## config.mk

```make
export PLATFORM = sky130hd
export DESIGN_NAME = score_accumulator_flat
export DESIGN_NICKNAME = d
export VERILOG_FILES = /design/src/rtl/score_accumulator_pkg.sv /design/src/rtl/score_accumulator_if.sv /design/src/rtl/score_accumulator_bcd_digit_add.sv /design/src/rtl/score_accumulator.sv /design/src/flat_wrapper.sv
export SDC_FILE = /design/constraint.sdc
export NUM_CORES = 1
export LEC_CHECK = 0
export ABC_AREA = 0
export CAP_MARGIN = 20
export CORE_ASPECT_RATIO = 2
export CORE_MARGIN = 2
export CORE_UTILIZATION = 56
export CTS_CLUSTER_SIZE = 20
export DETAILED_ROUTE_END_ITERATION = 10
export PLACE_DENSITY = 0.77
export SETUP_SLACK_MARGIN = 0.02
export SYNTH_ARGS = -nofsm -noshare
export SYNTH_HDL_FRONTEND = slang
export SYNTH_SLANG_ARGS = --single-unit
```

## constraint.sdc

```tcl
create_clock -name clk -period 4.5 [get_ports clk]
set_input_delay 0.9 -clock clk [delete_from_list [all_inputs] [get_ports clk]]
set_output_delay 0.9 -clock clk [all_outputs]
set_load 0.01 [all_outputs]
```

## src/rtl/score_accumulator_pkg.sv

```systemverilog
// ---------------------------------------------------------------------------
// score_accumulator_pkg
// Shared definitions for the score accumulator: FSM state encoding, BCD
// types and limits, digit index constants and a BCD magnitude compare.
// No ports (package).
// ---------------------------------------------------------------------------
package score_accumulator_pkg;

  typedef logic [15:0] bcd_t;    // {thousands, hundreds, tens, ones}
  typedef logic [3:0]  digit_t;  // one BCD digit, 0..9

  // Add sequence: IDLE -> ADD0 -> ADD1 -> ADD2 -> ADD3 -> COMMIT -> IDLE
  localparam logic [2:0] ST_IDLE   = 3'd0;
  localparam logic [2:0] ST_ADD0   = 3'd1;
  localparam logic [2:0] ST_ADD1   = 3'd2;
  localparam logic [2:0] ST_ADD2   = 3'd3;
  localparam logic [2:0] ST_ADD3   = 3'd4;
  localparam logic [2:0] ST_COMMIT = 3'd5;

  localparam bcd_t BCD_MAX = 16'h9999;

  localparam int DIG_ONES      = 0;
  localparam int DIG_TENS      = 1;
  localparam int DIG_HUNDREDS  = 2;
  localparam int DIG_THOUSANDS = 3;
  localparam int NUM_DIGITS    = 4;

  // a > b for valid BCD words, decided by the most significant differing digit.
  function automatic logic bcd_gt(input bcd_t a, input bcd_t b);
    logic decided;
    logic gt;
    decided = 1'b0;
    gt      = 1'b0;
    for (int i = NUM_DIGITS - 1; i >= 0; i--) begin
      if (!decided && (a[i*4 +: 4] != b[i*4 +: 4])) begin
        decided = 1'b1;
        gt      = (a[i*4 +: 4] > b[i*4 +: 4]);
      end
    end
    return gt;
  endfunction

endpackage

```

## src/rtl/score_accumulator_if.sv

```systemverilog
// ---------------------------------------------------------------------------
// score_accumulator_if
// Bundles the game-logic side of the score accumulator.
//   master (game logic / bench): drives hit, get_score, game_end, clear;
//                                observes score_bcd, high_bcd, score_signal,
//                                update, busy, overflow, dropped.
//   slave  (score_accumulator):  the reverse directions.
// ---------------------------------------------------------------------------
interface score_accumulator_if;
  import score_accumulator_pkg::*;

  logic       hit;           // raw asynchronous hit level
  logic [3:0] get_score;     // points for the hit, binary 0..15
  logic       game_end;      // blocks acceptance of new hits
  logic       clear;         // synchronous score clear
  bcd_t       score_bcd;     // registered BCD score
  bcd_t       high_bcd;      // highest score since reset
  logic       score_signal;  // toggles per committed update
  logic       update;        // one-clock pulse when score_bcd changes
  logic       busy;          // add sequence in progress
  logic       overflow;      // sticky wrap/clamp flag
  logic       dropped;       // sticky lost-hit flag

  modport master (
    output hit, get_score, game_end, clear,
    input  score_bcd, high_bcd, score_signal, update, busy, overflow, dropped
  );

  modport slave (
    input  hit, get_score, game_end, clear,
    output score_bcd, high_bcd, score_signal, update, busy, overflow, dropped
  );
endinterface

```

## src/rtl/score_accumulator_bcd_digit_add.sv

```systemverilog
// ---------------------------------------------------------------------------
// bcd_digit_add
// Combinational single-digit BCD add: digit_i + addend_i, addend up to 15.
//   digit_i   in  4  BCD digit 0..9
//   addend_i  in  4  points (first digit) or ripple carry (later digits)
//   digit_o   out 4  (digit_i + addend_i) mod 10
//   carry_o   out 2  (digit_i + addend_i) / 10, 0..2
// ---------------------------------------------------------------------------
module bcd_digit_add
  import score_accumulator_pkg::*;
(
  input  digit_t     digit_i,
  input  logic [3:0] addend_i,
  output digit_t     digit_o,
  output logic [1:0] carry_o
);
  logic [4:0] sum;

  always_comb begin
    sum = {1'b0, digit_i} + {1'b0, addend_i};
    if (sum >= 5'd20) begin
      carry_o = 2'd2;
      digit_o = 4'(sum - 5'd20);
    end else if (sum >= 5'd10) begin
      carry_o = 2'd1;
      digit_o = 4'(sum - 5'd10);
    end else begin
      carry_o = 2'd0;
      digit_o = sum[3:0];
    end
  end
endmodule

```

## src/rtl/score_accumulator.sv

```systemverilog
// ---------------------------------------------------------------------------
// score_accumulator
// Turns raw hit events into a registered 4-digit BCD score using a
// four-cycle digit-serial ripple add, with a one-deep pending slot, a high
// score register and sticky overflow/dropped flags.
//   clk   in  system clock
//   rst   in  asynchronous active-low reset
//   bus   slave modport of score_accumulator_if (hit/get_score/game_end/
//         clear in; score_bcd/high_bcd/score_signal/update/busy/overflow/
//         dropped out)
// Parameters: SYNC_STAGES (>=2) hit synchronizer depth; SATURATE 1 clamps
// at 9999, 0 wraps modulo 10000.
// ---------------------------------------------------------------------------
module score_accumulator
  import score_accumulator_pkg::*;
#(
  parameter int SYNC_STAGES = 2,
  parameter bit SATURATE    = 1'b1
) (
  input  logic               clk,
  input  logic               rst,
  score_accumulator_if.slave bus
);
  // Input path
  logic [SYNC_STAGES-1:0] sync_q;
  logic                   edge_prev_q;
  logic                   hit_edge;
  logic                   accepted;

  // Add sequence state
  logic [2:0]       state_q, state_d;
  logic [3:0]       pts_q, pts_d;
  logic [1:0]       carry_q, carry_d;
  logic [3:0][3:0]  scratch_q, scratch_d;
  logic             pend_valid_q, pend_valid_d;
  logic [3:0]       pend_pts_q, pend_pts_d;

  // Outputs
  bcd_t score_q, score_d;
  bcd_t high_q, high_d;
  logic signal_q, signal_d;
  logic update_q, update_d;
  logic overflow_q, overflow_d;
  logic dropped_q, dropped_d;

  // Shared digit adder
  logic [1:0] add_idx;
  digit_t     add_sum;
  logic [1:0] add_carry;
  logic [3:0] add_b;
  bcd_t       commit_val;

  assign hit_edge = sync_q[SYNC_STAGES-1] & ~edge_prev_q;
  assign accepted = hit_edge & ~bus.game_end & ~bus.clear & (bus.get_score != 4'd0);

  always_comb begin
    case (state_q)
      ST_ADD1: add_idx = 2'(DIG_TENS);
      ST_ADD2: add_idx = 2'(DIG_HUNDREDS);
      ST_ADD3: add_idx = 2'(DIG_THOUSANDS);
      default: add_idx = 2'(DIG_ONES);
    endcase
  end

  // ADD0 adds the points; later digits only absorb the ripple carry.
  assign add_b = (state_q == ST_ADD0) ? pts_q : {2'b00, carry_q};

  bcd_digit_add u_digit_add (
    .digit_i  (scratch_q[add_idx]),
    .addend_i (add_b),
    .digit_o  (add_sum),
    .carry_o  (add_carry)
  );

  // Carry out of the thousands digit means the result passed 9999.
  assign commit_val = ((carry_q != 2'd0) && SATURATE) ? BCD_MAX : bcd_t'(scratch_q);

  always_comb begin
    state_d      = state_q;
    pts_d        = pts_q;
    carry_d      = carry_q;
    scratch_d    = scratch_q;
    pend_valid_d = pend_valid_q;
    pend_pts_d   = pend_pts_q;
    score_d      = score_q;
    high_d       = high_q;
    signal_d     = signal_q;
    update_d     = 1'b0;
    overflow_d   = overflow_q;
    dropped_d    = dropped_q;

    if (bus.clear) begin
      // Clear wins over everything, including a COMMIT in the same cycle.
      state_d      = ST_IDLE;
      pend_valid_d = 1'b0;
      score_d      = '0;
      overflow_d   = 1'b0;
      dropped_d    = 1'b0;
      if (score_q != '0) begin
        signal_d = ~signal_q;
        update_d = 1'b1;
      end
    end else begin
      case (state_q)
        ST_IDLE: begin
          if (pend_valid_q || accepted) begin
            state_d   = ST_ADD0;
            scratch_d = score_q;
            carry_d   = 2'd0;
            if (pend_valid_q) begin
              // Pending entry goes first; a fresh edge refills the slot.
              pts_d        = pend_pts_q;
              pend_valid_d = accepted;
              pend_pts_d   = bus.get_score;
            end else begin
              pts_d = bus.get_score;
            end
          end
        end
        ST_ADD0, ST_ADD1, ST_ADD2, ST_ADD3: begin
          scratch_d[add_idx] = add_sum;
          carry_d            = add_carry;
          state_d            = state_q + 3'd1;
        end
        ST_COMMIT: begin
          score_d  = commit_val;
          signal_d = ~signal_q;
          update_d = 1'b1;
          if (carry_q != 2'd0) overflow_d = 1'b1;
          if (bcd_gt(commit_val, high_q)) high_d = commit_val;
          state_d = ST_IDLE;
        end
        default: state_d = ST_IDLE;
      endcase

      if (accepted && (state_q != ST_IDLE)) begin
        if (pend_valid_q) begin
          dropped_d = 1'b1;
        end else begin
          pend_valid_d = 1'b1;
          pend_pts_d   = bus.get_score;
        end
      end
    end
  end

  always_ff @(posedge clk or negedge rst) begin
    if (!rst) begin
      sync_q       <= '0;
      edge_prev_q  <= 1'b0;
      state_q      <= ST_IDLE;
      pts_q        <= '0;
      carry_q      <= '0;
      scratch_q    <= '0;
      pend_valid_q <= 1'b0;
      pend_pts_q   <= '0;
      score_q      <= '0;
      high_q       <= '0;
      signal_q     <= 1'b0;
      update_q     <= 1'b0;
      overflow_q   <= 1'b0;
      dropped_q    <= 1'b0;
    end else begin
      sync_q       <= {sync_q[SYNC_STAGES-2:0], bus.hit};
      edge_prev_q  <= sync_q[SYNC_STAGES-1];
      state_q      <= state_d;
      pts_q        <= pts_d;
      carry_q      <= carry_d;
      scratch_q    <= scratch_d;
      pend_valid_q <= pend_valid_d;
      pend_pts_q   <= pend_pts_d;
      score_q      <= score_d;
      high_q       <= high_d;
      signal_q     <= signal_d;
      update_q     <= update_d;
      overflow_q   <= overflow_d;
      dropped_q    <= dropped_d;
    end
  end

  assign bus.score_bcd    = score_q;
  assign bus.high_bcd     = high_q;
  assign bus.score_signal = signal_q;
  assign bus.update       = update_q;
  assign bus.busy         = (state_q != ST_IDLE);
  assign bus.overflow     = overflow_q;
  assign bus.dropped      = dropped_q;
endmodule
```

## src/flat_wrapper.sv

```systemverilog
// flat-port wrapper written by rule: the top's interface ports become plain ports
module score_accumulator_flat import score_accumulator_pkg::*;
#(
  parameter int SYNC_STAGES = 2,
  parameter bit SATURATE    = 1'b1
)
  (clk, rst, bus_hit, bus_get_score, bus_game_end, bus_clear, bus_score_bcd, bus_high_bcd, bus_score_signal, bus_update, bus_busy, bus_overflow, bus_dropped);
  score_accumulator_if bus_i ();
  input  logic clk;
  input  logic rst;
  input wire logic [$bits(bus_i.hit)-1:0] bus_hit;
  input wire logic [$bits(bus_i.get_score)-1:0] bus_get_score;
  input wire logic [$bits(bus_i.game_end)-1:0] bus_game_end;
  input wire logic [$bits(bus_i.clear)-1:0] bus_clear;
  output wire logic [$bits(bus_i.score_bcd)-1:0] bus_score_bcd;
  output wire logic [$bits(bus_i.high_bcd)-1:0] bus_high_bcd;
  output wire logic [$bits(bus_i.score_signal)-1:0] bus_score_signal;
  output wire logic [$bits(bus_i.update)-1:0] bus_update;
  output wire logic [$bits(bus_i.busy)-1:0] bus_busy;
  output wire logic [$bits(bus_i.overflow)-1:0] bus_overflow;
  output wire logic [$bits(bus_i.dropped)-1:0] bus_dropped;
  assign bus_i.hit = bus_hit;
  assign bus_i.get_score = bus_get_score;
  assign bus_i.game_end = bus_game_end;
  assign bus_i.clear = bus_clear;
  assign bus_score_bcd = bus_i.score_bcd;
  assign bus_high_bcd = bus_i.high_bcd;
  assign bus_score_signal = bus_i.score_signal;
  assign bus_update = bus_i.update;
  assign bus_busy = bus_i.busy;
  assign bus_overflow = bus_i.overflow;
  assign bus_dropped = bus_i.dropped;
  score_accumulator #(.SYNC_STAGES(SYNC_STAGES), .SATURATE(SATURATE)) u_core (.clk(clk), .rst(rst), .bus(bus_i));
endmodule
```

# Word-level counts from Yosys, hierarchy flattened
# Cells that the tools add are included.
dict set report classes {
  addsub 4
  mul 0
  div_mod_pow 0
  magnitude_cmp 8
  n_eq_ne 12
  shifts 0
  muxes 60
  n_bitwise 8
  n_reduce_logical 26
}
# operator count
set ops {}
lappend ops {{$mux 16} 4}
lappend ops {{$mux 4} 11}
lappend ops {{$mux 1} 34}
lappend ops {{$pmux 16 s2} 1}
lappend ops {{$bwmux 16} 1}
lappend ops {{$gt 4x4->1} 4}
lappend ops {{$ne 4x4->1} 4}
lappend ops {{$reduce_bool 16->1} 1}
lappend ops {{$reduce_bool 2->1} 6}
lappend ops {{$reduce_and 3->1} 3}
lappend ops {{$bmux 4 s2} 1}
lappend ops {{$demux 4 s2} 1}
lappend ops {{$eq 3x2->1 const B} 2}
lappend ops {{$eq 3x3->1 const B} 2}
lappend ops {{$mux 3} 2}
lappend ops {{$pmux 2 s3} 1}
lappend ops {{$pmux 3 s2} 1}
lappend ops {{$reduce_and 2->1} 3}
lappend ops {{$add 4x4->5} 1}
lappend ops {{$ge 5x4->1 const B} 1}
lappend ops {{$ge 5x5->1 const B} 1}
lappend ops {{$logic_and 1x1->1} 5}
lappend ops {{$and 1x1->1} 4}
lappend ops {{$mux 2} 2}
lappend ops {{other kinds (16)} 22}
dict set report totals {
  ff_bits 69
  latch_bits 0
  ramBits 0
  romBits 0
  input_bits 9
  out_inout_bits 37
  wordCells 135
  n_memories 0
}

# Depth between registers and ports, before layout
dict set report depth {
  ltp_word 22
  mapped_depth 15
  depth_no_buf 15
}

# Hierarchy
# Synthesis repeated with hierarchy kept, for this count alone.
dict set report unflattened {
  cells_unflattened 366
  hier_area_um2 3910.0
}
# module instances cells_per_inst area_per_inst_um2 seq_area_each_um2
set by_module_without_submodules {}
lappend by_module_without_submodules {score_accumulator 1 326 3575.9 1726.7}
lappend by_module_without_submodules {bcd_digit_add 1 40 334.1 0.0}

# Worst setup path before layout
# No wires, ideal clock.
dict set report synth_timing {
  kind {reg2reg}
  start {reg u_core.state_q[0]}
  end {reg u_core.scratch_q[13] (netlist name)}
  setup_time_ns 0.148
  arrival_ns 3.712
  t_required_ns 4.352
  path_slack_ns 0.639
  path_stages_with_launch 16
  path_buffers 0
  period_less_slack_ns 3.861
  cell_sequence {dfrtp_1 > inv_1 > ha_1 > mux2i_1 > mux4_2 > ha_1 > fa_1 > xor2_1 > inv_1 > ha_1 > inv_1 > o21ai_0 > and4_1 > or3_1 > nand3_1 > o31ai_1}
}
dict set report synth_between {
  elab_chain_len 10
  word_cells_on_any_way 27
  cone_classes {add/sub: 3; order compare: 4; eq/ne: 5; mux: 10; reduce/logical: 5}
}
# element line
set synth_lines {}
lappend synth_lines {{from (decl)} score_accumulator.sv:31} ;# logic [2:0] state_q, state_d;
lappend synth_lines {{from (signal assigned)} score_accumulator.sv:166} ;# state_q <= state_d;
lappend synth_lines {{$eq 3x3->1 / $eq 3x2->1 (equally long branches)} {score_accumulator.sv:57, score_accumulator.sv:104}}
lappend synth_lines {{$pmux 2 s3} score_accumulator.sv:57} ;# case (state_q)
lappend synth_lines {{$bmux 4 s2} score_accumulator.sv:69} ;# .digit_i (scratch_q[add_idx]),
lappend synth_lines {{$mux 4 (not written as such)} score_accumulator.sv:69}
lappend synth_lines {{$add 4x4->5} score_accumulator_bcd_digit_add.sv:20} ;# sum = {1'b0, digit_i} + {1'b0, addend_i};
lappend synth_lines {{$sub 4x4->4 / $ge 5x4->1 (equally long branches)} {score_accumulator_bcd_digit_add.sv:26, score_accumulator_bcd_digit_add.sv:24}}
lappend synth_lines {{$mux 4} score_accumulator_bcd_digit_add.sv:24} ;# end else if (sum >= 5'd10) begin
lappend synth_lines {{$mux 4} score_accumulator_bcd_digit_add.sv:21} ;# if (sum >= 5'd20) begin
lappend synth_lines {{$bwmux 16} score_accumulator.sv:121} ;# scratch_d[add_idx] = add_sum;
lappend synth_lines {{$pmux 16 s2} score_accumulator.sv:104} ;# case (state_q)
lappend synth_lines {{to (signal assigned)} score_accumulator.sv:169} ;# scratch_q <= scratch_d;
lappend synth_lines {{to (decl)} score_accumulator.sv:34} ;# logic [3:0][3:0] scratch_q, scratch_d;
# Parallel ways exist; a longest one is shown, timed or not. The select of a mux whose other input is x is not followed.
# A chain may end at the register's enable or synchronous reset.

# Final worst setup path
dict set report layout_timing {
  start {reg u_core.state_q[0]}
  end {reg u_core.scratch_q[14] (netlist name)}
}
# Same word-level chain as after synthesis.

==> metrics.txt <==
internal power=roughly 1.3 mW; slew margin rel.=0.542; Setup TNS=0 ns; CTS Buffer Depth=2; Synthesis Warnings=0; fin nets=~480; Post-synth ARST share=1.00; Net Count, Synth=about 430; max_cap viols=0; Routability Congestion=approximately 0.9; P&R area growth vs syn=21.9%; Wirelength per Cell=20.1 um; EDFF count, synth=0; Die ar.=slightly below 8000 um^2; Max FO, Critical Path=5; Tmin final=~4.1 ns; area leader, netlist=dfrtp_1; final hold violation count=0; DIE WIDTH=~63 um; initial antenna violation count=0; Flop pwr share=0.406; Seq/Total Area, Yosys=0.439; final setup fails=0; total number of vias=approximately 3300; design area=between 4000 and 5000 um^2; synthesized flop and latch total=69; WL final=around 11 mm; first drt pass iteration count=4; Clock Latency Late Sink=between 0.3 and 0.4 ns; clock transition at the registers of the reported paths=0.05 ns; H-tree depth=3; Worst-Margin Slew=between 0.6 and 0.7 ns; Synth cell types=55; grt ovf=0; area share of the largest cell type after synthesis=0.439; Switching Power=between 0.4 and 0.5 mW; Synth Instances=between 300 and 400; combinational share of power=0.188; Finished Core Util=0.697; largest net degree at the start of global routing=44; CP Class=reg2reg; number of diodes=0; critical path arrival=~4.3 ns; CP endpoint kind=register; gr usage total=0.295; Leak=approximately 2.1 nW; Post-DRT Antenna Nets=0; crit start category=register; DRC=0; first-pass GRT wire length=between 15 and 20 mm; Core Region=a little under 7000 um^2; Worst Slack Setup Final=around 0.38 ns; postcts setup bufs=0; Highest Clock Rate=approximately 0.24 GHz; Avg Cell Area, Syn=about 10 um^2; pre-CTS WS=0.456 ns; RSZ-0062 raised after global routing=no; Port Buf Inserts=45; DP HPWL=8.08 mm; final hold slack=approximately 0.37 ns; vias in the first global route=approximately 3400; row cnt=43; Starting Density=0.572; Pwr Density=approximately 370 nW/um^2; Critical Path RT=between 4 and 5 ns; Area contributors post-synth=dfrtp_1 44%, ha_1 8.6%, mux2_2 4.3%, o21ai_0 4.1%, mux2i_1 3.6%; 1st-iter DRT viols=222; layout cells sized above 1=0.117; post_cts resized=0; Hold Buf Count CTS=0; TritonCTS clock tree=built; post-place instance area=around 4500 um^2; drt via density=6.13; final period utilization=0.916; worst min path class=reg2reg; Mapped Area=a little under 4000 um^2; Die H=123 um; Worst Clk Skew=between 0.006 and 0.007 ns; clock sinks=69; Switching Share=0.278; status=finished, final reports clean; TritonCTS buffer count=9; Clock Power Share=0.406; Post-synth top flop=dfrtp_1; Max rail drop VDD=246 uV; Final Max Slew Viols=0; CTS root buf=clkbuf_16; IO Count=46
## layer usage
layer	share of wire	routed length, um	up-vias	GRT usage
met2	0.56	6010	114	0.554
met4	0.052	562	0	0.174
met3	0.045	481	41	0.0541
li1	-	-	1512	-
met5	0	0	-	0
met1	0.34	3720	1610	0.297
## area by class of cell
| class | count | area [um^2] |
|---|---|---|
| sequential | 69 | 1730 |
| inverter | 28 | 105 |
| clock inverter | 1 | 30.0 |
| clock buffer | 14 | 264 |
| tap | 90 | 113 |
| fill | 579 | 2090 |
| multi-input combinational | 281 | 2050 |
| timing repair buffer | 52 | 510 |
## synth_stat cells, types with 3 or more instances
| cell type | count |
|---|---|
| mux2_2 | 15 |
| a22oi_1 | 8 |
| mux2i_1 | 14 |
| nand2b_1 | 4 |
| nor4_1 | 4 |
| nor2b_1 | 4 |
| nand2_1 | 29 |
| inv_1 | 27 |
| nor2_1 | 28 |
| a21o_1 | 3 |
| nand3_1 | 3 |
| and2_1 | 15 |
| dfrtp_1 | 69 |
| or2_2 | 4 |
| clkbuf_1 | 5 |
| a22o_1 | 8 |
| or3_1 | 3 |
| o22ai_1 | 10 |
| o21ai_0 | 32 |
| mux4_2 | 4 |
| ha_1 | 27 |
| nand4_1 | 5 |
| a21oi_1 | 25 |
## logic make-up after synthesis
logic type,count (synthesis),synth area share
AND/OR/NAND/NOR,111,0.146
XOR/XNOR,3,0.00667
flip-flops,69,0.439
AO/OA/AOI/OAI,106,0.175
buffers and inverters,39,0.0407
multiplexers,33,0.101
adder cells (fa/ha/maj),28,0.0909
## through the flow
step,cells,power (mW)
after CTS,534,1.75
after global placement,519,1.03
after global routing,535,1.82
final,535,1.75
after floorplan,389,0.932
after detailed placement,519,1.04
## power by group through the flow
stage	combinational, mW	sequential [mW]	clock [mW]
5_1_grt	0.368	0.715	0.738
3_5_place_dp	0.321	0.720	0
3_3_place_gp	0.309	0.719	0
2_1_floorplan	0.228	0.704	0
4_1_cts	0.324	0.710	0.714
6_report	0.329	0.712	0.712
## state kept, by name (all words and copies together) (netlist names), 2 cells and up
| signal | count |
|---|---|
| u_core.pend_pts_q | 4 |
| u_core.scratch_q | 16 |
| u_core.bus.score_bcd | 16 |
| u_core.state_q | 3 |
| u_core.pts_q | 4 |
| u_core.carry_q | 2 |
| u_core.sync_q | 2 |
| u_core.bus.high_bcd | 16 |
## placed cells by master (no fill, tap or decap), drive strengths merged, types with 2 or more instances in the layout
cell type      Yosys  final
dfrtp             69     69
clkdlybuf4s50      0     44
o21ai             33     33
nand2             30     30
nor2              28     28
inv               28     28
ha                27     27
a21oi             26     26
mux2              15     15
and2              15     15
mux2i             14     14
clkbuf             5     14
o22ai             10     10
a22o               8      8
a22oi              8      8
buf                6      8
nand4              5      5
nor2b              4      4
mux4               4      4
or2                4      4
nor4               4      4
nand2b             4      4
a211oi             4      4
a21o               3      3
or3                3      3
nand3              3      3
a211o              3      3
xor2               2      2
and4               2      2
o2111ai            2      2
nand3b             2      2
o21a               2      2
and3               2      2
nor3               2      2
or4                2      2
## final timing paths
path                              startpoint                endpoint  slack [ns]  cells after the start
max in group asynchronous                rst     u_core.pend_valid_q        3.16                      3
setup reg to reg           u_core.state_q[0]    u_core.scratch_q[14]        0.38                     15
setup / recovery           u_core.state_q[0]    u_core.scratch_q[14]        0.38                     15
min in group asynchronous                rst  u_core.bus.high_bcd[3]        0.44                      1
hold / removal              u_core.sync_q[0]        u_core.sync_q[1]        0.37                      0
hold reg to reg             u_core.sync_q[0]        u_core.sync_q[1]        0.37                      0
## critical path, cell delays in order (launching register included)
cell       delay, ns
dfrtp_1         0.41
inv_1           0.15
ha_1            0.23
mux2_2          0.24
mux4_2          0.51
ha_1            0.25
fa_1            0.45
xor2_1          0.33
inv_1           0.17
ha_1            0.23
inv_1           0.04
o21ai_0         0.13
a311o_1         0.38
o2111ai_1       0.08
and3_1          0.28
a21oi_1         0.10
No activity file was read; power rests on OpenSTA's default activity.
